## src/rtl/serializer_if.sv

```systemverilog
// Parallel-word input and serial-bit output bundle of the serializer.
// master: word source / bit sink; slave: the serializer itself.
interface serializer_if;
    logic [15:0] data_i;
    logic [3:0]  data_mod_i;
    logic        data_val_i;
    logic        ser_data_o;
    logic        ser_data_val_o;
    logic        busy_o;

    modport master (
        output data_i,
        output data_mod_i,
        output data_val_i,
        input  ser_data_o,
        input  ser_data_val_o,
        input  busy_o
    );

    modport slave (
        input  data_i,
        input  data_mod_i,
        input  data_val_i,
        output ser_data_o,
        output ser_data_val_o,
        output busy_o
    );
endinterface

```

## src/rtl/serializer.sv

```systemverilog
// MSB-first word serializer with a 1..16 bit length field.
// Optional trailing even-parity bit is enabled by defining SERIALIZER_PARITY_EN.
module serializer (
    input  logic               clk_i,
    input  logic               srst_n_i,
    serializer_if.slave        bus,
    output logic [1:0]         state_o
);

    // Handshake: a word is taken on a rising edge where data_val_i=1 and
    // busy_o=0 and data_mod_i is not 1 or 2; there is no back-pressure other
    // than busy_o, so a valid word presented while busy_o=1 is simply dropped.

`ifdef SERIALIZER_PARITY_EN
    typedef enum logic [1:0] {
        ST_IDLE   = 2'd0,
        ST_SEND   = 2'd1,
        ST_PARITY = 2'd2
    } state_t;
`else
    typedef enum logic [1:0] {
        ST_IDLE   = 2'd0,
        ST_SEND   = 2'd1
    } state_t;
`endif

    state_t      state_q;
    logic [15:0] shift_q;
    logic [4:0]  cnt_q;
    logic        ser_q;
    logic        ser_val_q;
    logic        busy_q;
`ifdef SERIALIZER_PARITY_EN
    logic        par_q;
`endif

    logic        mod_ok;
    logic        accept;
    logic [4:0]  n_bits;
    logic        last_bit;
    logic [4:0]  cnt_dec;

    assign mod_ok   = (bus.data_mod_i != 4'd1) && (bus.data_mod_i != 4'd2);
    assign accept   = bus.data_val_i && mod_ok && (state_q == ST_IDLE);
    assign n_bits   = (bus.data_mod_i == 4'd0) ? 5'd16 : {1'b0, bus.data_mod_i};
    // cnt_q holds the number of bits still owed, including the one on the wire
    assign last_bit = (cnt_q <= 5'd1);
    assign cnt_dec  = (cnt_q != 5'd0) ? (cnt_q - 5'd1) : 5'd0;

    always_ff @(posedge clk_i) begin
        if (!srst_n_i) begin
            state_q   <= ST_IDLE;
            shift_q   <= 16'd0;
            cnt_q     <= 5'd0;
            ser_q     <= 1'b0;
            ser_val_q <= 1'b0;
            busy_q    <= 1'b0;
`ifdef SERIALIZER_PARITY_EN
            par_q     <= 1'b0;
`endif
        end else begin
            case (state_q)
                ST_IDLE: begin
                    if (accept) begin
                        state_q   <= ST_SEND;
                        shift_q   <= {bus.data_i[14:0], 1'b0};
                        cnt_q     <= n_bits;
                        ser_q     <= bus.data_i[15];
                        ser_val_q <= 1'b1;
                        busy_q    <= 1'b1;
`ifdef SERIALIZER_PARITY_EN
                        par_q     <= bus.data_i[15];
`endif
                    end
                end

                ST_SEND: begin
                    cnt_q <= cnt_dec;
                    if (last_bit) begin
                        shift_q <= 16'd0;
`ifdef SERIALIZER_PARITY_EN
                        state_q <= ST_PARITY;
                        ser_q   <= par_q;
`else
                        state_q   <= ST_IDLE;
                        ser_q     <= 1'b0;
                        ser_val_q <= 1'b0;
                        busy_q    <= 1'b0;
`endif
                    end else begin
                        ser_q   <= shift_q[15];
                        shift_q <= {shift_q[14:0], 1'b0};
`ifdef SERIALIZER_PARITY_EN
                        par_q   <= par_q ^ shift_q[15];
`endif
                    end
                end

`ifdef SERIALIZER_PARITY_EN
                ST_PARITY: begin
                    state_q   <= ST_IDLE;
                    ser_q     <= 1'b0;
                    ser_val_q <= 1'b0;
                    busy_q    <= 1'b0;
                    par_q     <= 1'b0;
                end
`endif

                default: begin
                    state_q   <= ST_IDLE;
                    shift_q   <= 16'd0;
                    cnt_q     <= 5'd0;
                    ser_q     <= 1'b0;
                    ser_val_q <= 1'b0;
                    busy_q    <= 1'b0;
                end
            endcase
        end
    end

    assign bus.ser_data_o     = ser_q;
    assign bus.ser_data_val_o = ser_val_q;
    assign bus.busy_o         = busy_q;
    assign state_o            = state_q;

endmodule

```

## src/flat_wrapper.sv

```systemverilog
// flat-port wrapper written by rule: the top's interface ports become plain ports
module serializer_flat 
  (clk_i, srst_n_i, state_o, bus_data_i, bus_data_mod_i, bus_data_val_i, bus_ser_data_o, bus_ser_data_val_o, bus_busy_o);
  serializer_if bus_i ();
  input  logic clk_i;
  input  logic srst_n_i;
  output logic [1:0] state_o;
  input wire logic [$bits(bus_i.data_i)-1:0] bus_data_i;
  input wire logic [$bits(bus_i.data_mod_i)-1:0] bus_data_mod_i;
  input wire logic [$bits(bus_i.data_val_i)-1:0] bus_data_val_i;
  output wire logic [$bits(bus_i.ser_data_o)-1:0] bus_ser_data_o;
  output wire logic [$bits(bus_i.ser_data_val_o)-1:0] bus_ser_data_val_o;
  output wire logic [$bits(bus_i.busy_o)-1:0] bus_busy_o;
  assign bus_i.data_i = bus_data_i;
  assign bus_i.data_mod_i = bus_data_mod_i;
  assign bus_i.data_val_i = bus_data_val_i;
  assign bus_ser_data_o = bus_i.ser_data_o;
  assign bus_ser_data_val_o = bus_i.ser_data_val_o;
  assign bus_busy_o = bus_i.busy_o;
  serializer u_core (.clk_i(clk_i), .srst_n_i(srst_n_i), .bus(bus_i), .state_o(state_o));
endmodule
```

## config.mk

```make
export PLATFORM = sky130hd
export DESIGN_NAME = serializer_flat
export DESIGN_NICKNAME = d
export VERILOG_FILES = /design/src/rtl/serializer_if.sv /design/src/rtl/serializer.sv /design/src/flat_wrapper.sv
export SDC_FILE = /design/constraint.sdc
export NUM_CORES = 1
export LEC_CHECK = 0
export ABC_AREA = 1
export CAP_MARGIN = 40
export CORE_MARGIN = 2
export CORE_UTILIZATION = 35
export CTS_BUF_LIST = sky130_fd_sc_hd__clkbuf_2 sky130_fd_sc_hd__clkbuf_4 sky130_fd_sc_hd__clkbuf_8
export CTS_CLUSTER_DIAMETER = 150
export DETAILED_ROUTE_END_ITERATION = 6
export DONT_BUFFER_PORTS = 1
export GPL_TIMING_DRIVEN = 0
export SETUP_SLACK_MARGIN = 0.05
export SYNTH_ARGS = -nofsm -noshare
export SYNTH_HDL_FRONTEND = slang
export SYNTH_SLANG_ARGS = --single-unit
```

## constraint.sdc

```tcl
create_clock -name clk_i -period 1.5 [get_ports clk_i]
set_input_delay 0.375 -clock clk_i [delete_from_list [all_inputs] [get_ports clk_i]]
set_output_delay 0.375 -clock clk_i [all_outputs]
set_load 0.01 [all_outputs]
```

# --- Word-level counts from Yosys, hierarchy flattened ---
# Index checks and enable logic that the tools add are counted.
totals:
  register_bits: 25
  inputBits: 23
  output_inout_bits: 5
  word_cells: 35
op_classes:
  addsub: 1
  n_lt_le_gt_ge: 1
  eq_ne: 5
  muxes: 16
  reduce_logical: 7
op_table:
  columns: ["op", "n"]
  rows:
  - ["2-to-1 mux 16 bit", 2]
  - ["case mux 16 bit (2 select lines)", 1]
  - ["2-to-1 mux 5 bit", 3]
  - ["case mux 5 bit (2 select lines)", 1]
  - ["less-or-equal comparator 5 x 1 -> 1 bit (second input constant)", 1]
  - ["nonzero test 5 bit", 1]
  - ["subtractor 5 x 1 -> 5 bit (second input constant)", 1]
  - ["zero test 4 bit", 1]
  - ["2-to-1 mux 1 bit", 4]
  - ["2-to-1 mux 2 bit", 2]
  - ["inequality test 2 x 1 -> 1 bit (second input constant)", 2]
  - ["inequality test 4 x 1 -> 1 bit (second input constant)", 1]
  - ["inequality test 4 x 2 -> 1 bit (second input constant)", 1]
  - ["case mux 1 bit (2 select lines)", 2]
  - ["case mux 2 bit (2 select lines)", 1]
  - ["logical AND 1 bit", 3]
  - ["== test 2 x 1 -> 1 bit (second input constant)", 1]
  - ["zero test 2 bit", 1]
  - ["AND reduction 2 bit", 1]

# --- Depth between registers and ports, before layout ---
# Gate-level depths: netlist (run 1).
logic_depth:
  depth_word: 6
  depth_mapped: 9
  mapped_depth_nobuf: 9

# --- Worst setup path before layout (run 1) ---
# No wires, ideal clock.
synth_path:
  path_kind: "register to register"
  startpoint: "register u_core.cnt_q[1]"
  endpoint: "register u_core.shift_q[8]"
  setup_ps: 62
  arrival_ps: 1225
  required_time_ps: 1438
  setup_slack_ps: 214
  stages_incl_launch_ff: 10
  n_path_buf: 1
  synth_period_minus_slack_ps: 1286
  path_cell_list: "dfxtp_1 -> inv_1 -> ha_1 -> o21bai_1 -> nand2_2 -> buf_4 -> nand3_1 -> nand3_2 -> inv_2 -> nor2_2"
synth_between:
  elab_chain_len: 3
synth_rtl:
  columns: ["element", "line", "source"]
  rows:
  - ["start: declaration", "serializer.sv:29", "logic [4:0] cnt_q;"]
  - ["start signal: assignment", "serializer.sv:67", "cnt_q <= n_bits;"]
  - ["start signal: assignment", "serializer.sv:78", "cnt_q <= cnt_dec;"]
  - ["less-or-equal comparator 5 x 1 -> 1 bit", "serializer.sv:47", "assign last_bit = (cnt_q <= 5'd1);"]
  - ["2-to-1 mux 16 bit", "serializer.sv:79", "if (last_bit) begin"]
  - ["case mux 16 bit (2 select lines)", "serializer.sv:62", "case (state_q)"]
  - ["end signal: assignment", "serializer.sv:66", "shift_q <= {bus.data_i[14:0], 1'b0};"]
  - ["end signal: assignment", "serializer.sv:92", "shift_q <= {shift_q[14:0], 1'b0};"]
  - ["end: declaration", "serializer.sv:28", "logic [15:0] shift_q;"]
# No other way between the ends.
# A chain may end at the register's enable or synchronous reset.

# --- Worst setup path after layout (run 1) ---
layout_path:
  startpoint: "register u_core.cnt_q[1]"
  endpoint: "register u_core.ser_q, in the netlist u_core.bus.ser_data_o"
layout_between:
  elab_chain_len: 3
layout_rtl:
  columns: ["element", "line", "source"]
  rows:
  - ["less-or-equal comparator 5 x 1 -> 1 bit", "serializer.sv:47", null]
  - ["2-to-1 mux 1 bit", "serializer.sv:79", null]
  - ["case mux 1 bit (2 select lines)", "serializer.sv:62", null]
  - ["end signal: assignment", "serializer.sv:68", "ser_q <= bus.data_i[15];"]
  - ["end signal: assignment", "serializer.sv:91", "ser_q <= shift_q[15];"]
  - ["end: declaration", "serializer.sv:30", "logic ser_q;"]
# No other way between the ends.

==> reports/results.ini, run 1 <==
[final_layout]
fin_nets = 234
drive_gt1_share_pct = 22.2
seqCellArea_um2 = 443
multi_input_area_um2 = 763
layout_commonest_cell = nand2_1
final_cell_mix = nand2_1 (45), nand3_1 (35), nor2_1 (22)
syn_to_final_growth_pct = 9.77
antenna-diode-count = 0
n_fill_cell = 417

[synth]
yosys_warnings = 0
muxShareOfSynthArea_pct = 0
syn_area_mm2 = 0.00140
ys_top_cells_by_area = dfxtp_1 (32%), nand3_1 (13%), nand2_1 (12%)
synth-compound-area-share_pct = 10.4
synth_xor_xnor_area_share_pct = 0
synth.distinct_cells = 25
synth_top_family_by_area = simple AND/OR/NAND/NOR gates
synth_simple_gate_area_share_pct = 41.3
synth_adder_area_share_pct = 2.69
yosys.area.top_type = dfxtp_1
synth_top_area_share_pct = 31.5
synth.avg_cell_area_um2 = 6.95
synth_fp_nets = 227
synthCells = 201
synth.ff_latch_count = 22
ys_seq_area_share_pct = 31.5

[sta]
fin_tns_setup_ns = 0
worst_slack_ns = 0.147
min_period_over_period_pct = 90.2
rsz0062_at_grt = false
fmax_mhz = 739
finalMaxSlewViolations = 0
setup_viol = 0
clock_skew_ns = 0.00370
hold_viol_final = 0
post-route-min-period_ns = 1.35

[min_path]
hp-class = in -> reg
hold_end = u_core.shift_q[1]
hp-start = bus_data_i[0]
hold_depth = 2

[floorplanning]
start_util_pct = 37.3
io_pins = 28
die_area_mm2 = 0.00451
die_x_um = 67.2
rows = 22
core_mm2 = 0.00374
die_y_um = 67.2

[power_and_ir_drop]
cellPowerDensity_mw_per_mm2 = 1090
ir_drop_mv = 0.612
p_leak_nw = 0.754

[drt]
wl_um = 2920
wl_per_cell_um = 11.5
ant_nets = 0
num_vias = 1202
viasPerCell = 4.71
drt-initial-drc-count = 124
drt_drc_violations_left = 0
dr.pass1.iters = 4

[outcome]
outcome = finished, final reports clean

[cts]
path_clk_slew_ns = 0.08
cts_tree = yes
htreeDepth = 1
cts-root-buf = clkbuf_8
clock_latency_ns = 0.26
holdBufCountCts = 0
clock_path_buffers = 2
numCtsBuffers = 3
cts.sinks = 22

[critical_path]
cp.arrival_ns = 1.56
path_max_fanout = 10
crit_path_start_kind = register
worst-r2r-cell-count = 9
crit-reg2reg-launch = u_core.cnt_q[1]
crit_path_end_kind = register
rr_endpoint = u_core.bus.ser_data_o
worstPathRequired_ns = 1.70
r2r_slack_ns = 0.15
crit_type = reg -> reg

[grt]
grt_pass1_wl_um = 4810
grt_use_total_pct = 14.1
grt_pass1_vias = 1059
grt_antenna_before_repair = 0
grt_overflow = 0
grt_max_degree = 13

[placed_design]
portBuffers = 0
gp_congestion = 0.807
dp_hpwl_um = 2070
dp_slack_ns = 0.0190

[flow_run]
cap_violations = 0

## sequential cells by signal (all words and copies together), names as in the netlist
signal,flops
u_core.bus.ser_data_o,1
u_core.shift_q,15
u_core.cnt_q,5
u_core.state_o,1
## routing by layer
metal	up-vias	track usage [%]	wire [um]
met5	-	0	0
li1	649	-	-
met2	19	22.9	1380
met1	529	18.6	1400
met3	5	3.50	111
met4	0	3.83	32
## cell families (layout without fill, tap and decap cells)
family / Yosys count / count (layout)
buffers and inverters: 37 / 43
flip-flops: 22 / 22
AO/OA/AOI/OAI: 21 / 21
adder cells (fa/ha/maj): 3 / 3
other: 1 / 1
AND/OR/NAND/NOR: 117 / 117
## per-stage QoR
step / cell area, um^2 / std cells / hold slack (ns) / total power, mW / util [%]
6_report: 1530 / 255 / 0.289 / 1.67 / 40.9
5_1_grt: 1530 / 255 / 0.313 / 1.79 / 40.9
4_1_cts: 1530 / 255 / 0.290 / 1.69 / 40.9
3_5_place_dp: 1460 / 249 / 0.477 / 1.23 / 38.9
3_3_place_gp: 1460 / 249 / 0.473 / 1.22 / 38.9
2_1_floorplan: 1400 / 201 / 0.457 / 1.13 / -
## critical path, cell delays in order, from the launching register on
cell      delay (ns)
dfxtp_2         0.35
inv_1           0.08
ha_1            0.17
o21bai_1        0.17
nand2_2         0.10
buf_6           0.14
nand3_1         0.08
nand3_1         0.08
inv_1           0.04
nor2_1          0.08
## synthesized netlist by cell type (all sizes together)
library cell / number
conb: 1
nand3b: 1
inv: 24
o21ai: 16
dfxtp: 22
nand3: 38
nand4: 3
ha: 3
nor2: 25
buf: 13
o21bai: 1
nor3: 1
a21oi: 4
nand2: 49
## worst max-delay path by stage
stage	from	endpoint	cells after the start
after global placement	u_core.cnt_q[1]	u_core.bus.ser_data_o	9
after detailed placement	u_core.cnt_q[1]	u_core.bus.ser_data_o	9
after floorplan	u_core.cnt_q[1]	u_core.shift_q[8]	9
after global routing	u_core.cnt_q[1]	u_core.shift_q[5]	9
after CTS	u_core.cnt_q[1]	u_core.bus.ser_data_o	9
final	u_core.cnt_q[1]	u_core.bus.ser_data_o	9
## area by class of cell
class,instances,area share [%]
multi-input cells,142,49.8
inverters,24,5.88
repair buffers,2,0.980
well taps,48,3.92
plain buffers,13,6.94
clock buffers,4,3.59
flip-flops and latches,22,28.9
## power breakdown
part | total (mW) | switching (mW) | leakage [nW] | internal (mW)
logic | 0.533 | 0.310 | 0.543 | 0.223
clock network | 0.427 | 0.193 | 0.0288 | 0.234
registers | 0.708 | 0.0560 | 0.183 | 0.652
total | 1.67 | 0.559 | 0.754 | 1.11
## what timing repair did
item	CTS	global route
setup endpoints to repair	9	11
buffers inserted	2	0
pin swaps	1	0
gates resized for setup	1	2
Power figures use the tool's default switching activity.
==> run 2, diff against run 1 <==
Settings changed: CTS_CLUSTER_SIZE from default to 28.
==> results of run 2 <==
Same layout as run 1: the final DEF is identical, and so are final timing and power.
==> run 3, diff against run 2 <==
Settings changed: CORE_MARGIN 2 to default, TNS_END_PERCENT from default to 50.
==> run 3 against run 2 <==
Net effect: cell count is the same; count of clock-buffer cells in the layout decreased by 1; worst hold slack better by 0.0030 ns; core utilization is 0.43 points higher; clock skew decreased by 0.0023 ns; register-to-register slack about the same; sequential share of layout area down 0.30 points; total power grew 8.0%; cell area up 1.1%; critical endpoint unchanged; largest cell class unchanged.
==> reports/results.ini, run 3 (synthesis gave the netlist of run 1 again) <==
[critical_path]
crit_type = reg -> reg
worst-r2r-cell-count = 9  ; unchanged
crit_path_start_kind = register
worstPathRequired_ns = 1.71  ; about the same
crit_chain = inv_1, ha_1, o21bai_1, nand2_2, buf_6, nand3_1, nand3_1, inv_1, nor2_1
path_max_fanout = 10  ; unchanged
crit_end = u_core.bus.ser_data_o
max_stage_delay_ns = 0.35  ; about the same
cp.depth = 9  ; unchanged
crit_path_end_kind = register
rr_endpoint = u_core.bus.ser_data_o
r2r_slack_ns = 0.16  ; about the same
cp_top_family = flip-flops
cp.arrival_ns = 1.55  ; about the same
crit_path_top_delay_cell = dfxtp_2
startpoint = u_core.cnt_q[1]
critPathBufInv = 3  ; unchanged
crit-reg2reg-launch = u_core.cnt_q[1]

[sta]
fin_tns_setup_ns = 0  ; unchanged
clock_skew_ns = 0.00140  ; -0.00230 ns
rsz0062_at_grt = true
hold_viol_final = 0  ; unchanged
finalMaxSlewViolations = 0  ; unchanged
worst_slack_ns = 0.159  ; +0.0120 ns
setup_viol = 0  ; unchanged
fmax_mhz = 746  ; +0.89%
post-route-min-period_ns = 1.34  ; -0.0120 ns
min_period_over_period_pct = 89.4  ; -0.80 points

[cts]
path_clk_slew_ns = 0.08  ; about the same
holdBufCountCts = 0  ; unchanged
cts_tree = yes
clock_latency_ns = 0.26  ; about the same
htreeDepth = 1  ; unchanged
numCtsBuffers = 3  ; unchanged
clock_path_buffers = 2  ; unchanged
cts-root-buf = clkbuf_8
cts.sinks = 22  ; unchanged

[final_layout]
multi_input_area_um2 = 763  ; unchanged
final_cell_mix = nand2_1 (45), nand3_1 (35), nor2_1 (22)
layout_commonest_cell = nand2_1
fin_nets = 234  ; unchanged
drive_gt1_share_pct = 22.2  ; unchanged
n_fill_cell = 424  ; +1.7%
largest_reg_flops = 15  ; unchanged
reg_top3 = u_core.shift_q (15), u_core.cnt_q (5)
syn_to_final_growth_pct = 10.9
largest-register = u_core.shift_q
antenna-diode-count = 0  ; unchanged
seqCellArea_um2 = 443  ; unchanged

[power_and_ir_drop]
cellPowerDensity_mw_per_mm2 = 1160  ; +6.9%
p_seq_share_pct = 39.3  ; -3.1 points
ir_drop_mv = 0.656  ; +7.2%
intPower_mw = 1.23  ; +11%
combPwrFrac_pct = 29.6  ; -2.4 points
total_power_mw = 1.80  ; +8.0%
p_sw_mw = 0.570  ; +1.9%
pwr-share-clk_pct = 31.1  ; +5.5 points
p_leak_nw = 0.761  ; +0.92%
switching_share_pct = 31.6  ; -1.9 points

[floorplanning]
die_area_mm2 = 0.00425  ; -5.9%
die_x_um = 65.2  ; -3.0%
rows = 22  ; unchanged
core_mm2 = 0.00374  ; unchanged
die_y_um = 65.2  ; -3.0%
start_util_pct = 37.3  ; unchanged
io_pins = 28  ; unchanged

[drt]
ant_nets = 0  ; unchanged
drt_drc_violations_left = 0  ; unchanged
wl_um = 2870  ; -1.7%
viasPerCell = 4.75  ; +0.75%
num_vias = 1211  ; +0.75%
dr.pass1.iters = 4  ; unchanged
drt-initial-drc-count = 40  ; -68%
wl_per_cell_um = 11.3  ; -1.7%

[placed_design]
dp_hpwl_um = 2060  ; -0.40%
portBuffers = 0  ; unchanged
gp_congestion = 0.774  ; -4.1%
dp_slack_ns = 0.0246  ; +0.00564 ns

[outcome]
outcome = finished, final reports clean

[grt]
grt_max_degree = 14  ; +1
grt_use_total_pct = 14.8  ; +0.69 points
grt_pass1_wl_um = 4890  ; +1.6%
grt_antenna_before_repair = 0  ; unchanged
grt_pass1_vias = 1086  ; +2.5%
grt_overflow = 0  ; unchanged

[min_path]
hp-class = in -> reg
hold_depth = 2  ; unchanged

[flow_run]
cap_violations = 0  ; unchanged

[run 3: repair_timing]
action                     4_1_cts  5_1_grt
buffers inserted                 2        0
resized for setup                1        2
setup endpoints to repair        9       11
pin swaps                        1        0
[run 3: cell type report]
cell class              count  share of cell area, %
plain buffers              13                   6.87
clock buffers               3                   2.67
repair buffers              2                  0.969
well taps                  48                   3.88
multi-input cells         142                   49.3
clock inverters             1                   1.94
flip-flops and latches     22                   28.6
inverters                  24                   5.82
[run 3: how the worst min path moves through the flow]
stage                 startpoint                end
5_1_grt            bus_data_i[0]  u_core.shift_q[1]
4_1_cts            bus_data_i[0]  u_core.shift_q[1]
2_1_floorplan  u_core.shift_q[1]  u_core.shift_q[1]
3_3_place_gp   u_core.shift_q[1]  u_core.shift_q[1]
6_report           bus_data_i[0]  u_core.shift_q[1]
3_5_place_dp   u_core.shift_q[1]  u_core.shift_q[1]
[run 3: per-stage QoR]
| stage | instances | area [um^2] | utilization (%) | hold WS, ns |
|---|---|---|---|---|
| 3_3_place_gp | 249 | 1460 | 38.9 | 0.477 |
| 4_1_cts | 255 | 1550 | 41.3 | 0.290 |
| 5_1_grt | 255 | 1550 | 41.4 | 0.315 |
| 3_5_place_dp | 249 | 1460 | 38.9 | 0.479 |
| 6_report | 255 | 1550 | 41.4 | 0.292 |
| 2_1_floorplan | 201 | 1400 | - | 0.457 |
[run 3: metal layers]
layer	global-route usage, %	vias to the layer above	share of wire [%]
li1	-	653	-
met1	19.1	533	48
met2	24.4	20	47
met3	3.13	5	3.9
met4	4.89	0	1.3
met5	0	-	0
[run 3: worst register-to-register path, delay by kind of cell, from the launching register on]
kind	cells	cell delay (ns)
flops	1	0.35
simple gates	4	0.34
buf+inv	3	0.26
fa+ha+maj	1	0.17
compound gates	1	0.17
[run 3: power groups by stage]
stage	registers [mW]	logic (mW)	clock network (mW)
2_1_floorplan	0.709	0.422	0
4_1_cts	0.707	0.537	0.577
3_5_place_dp	0.720	0.505	0
6_report	0.708	0.533	0.561
3_3_place_gp	0.719	0.504	0
5_1_grt	0.716	0.605	0.588
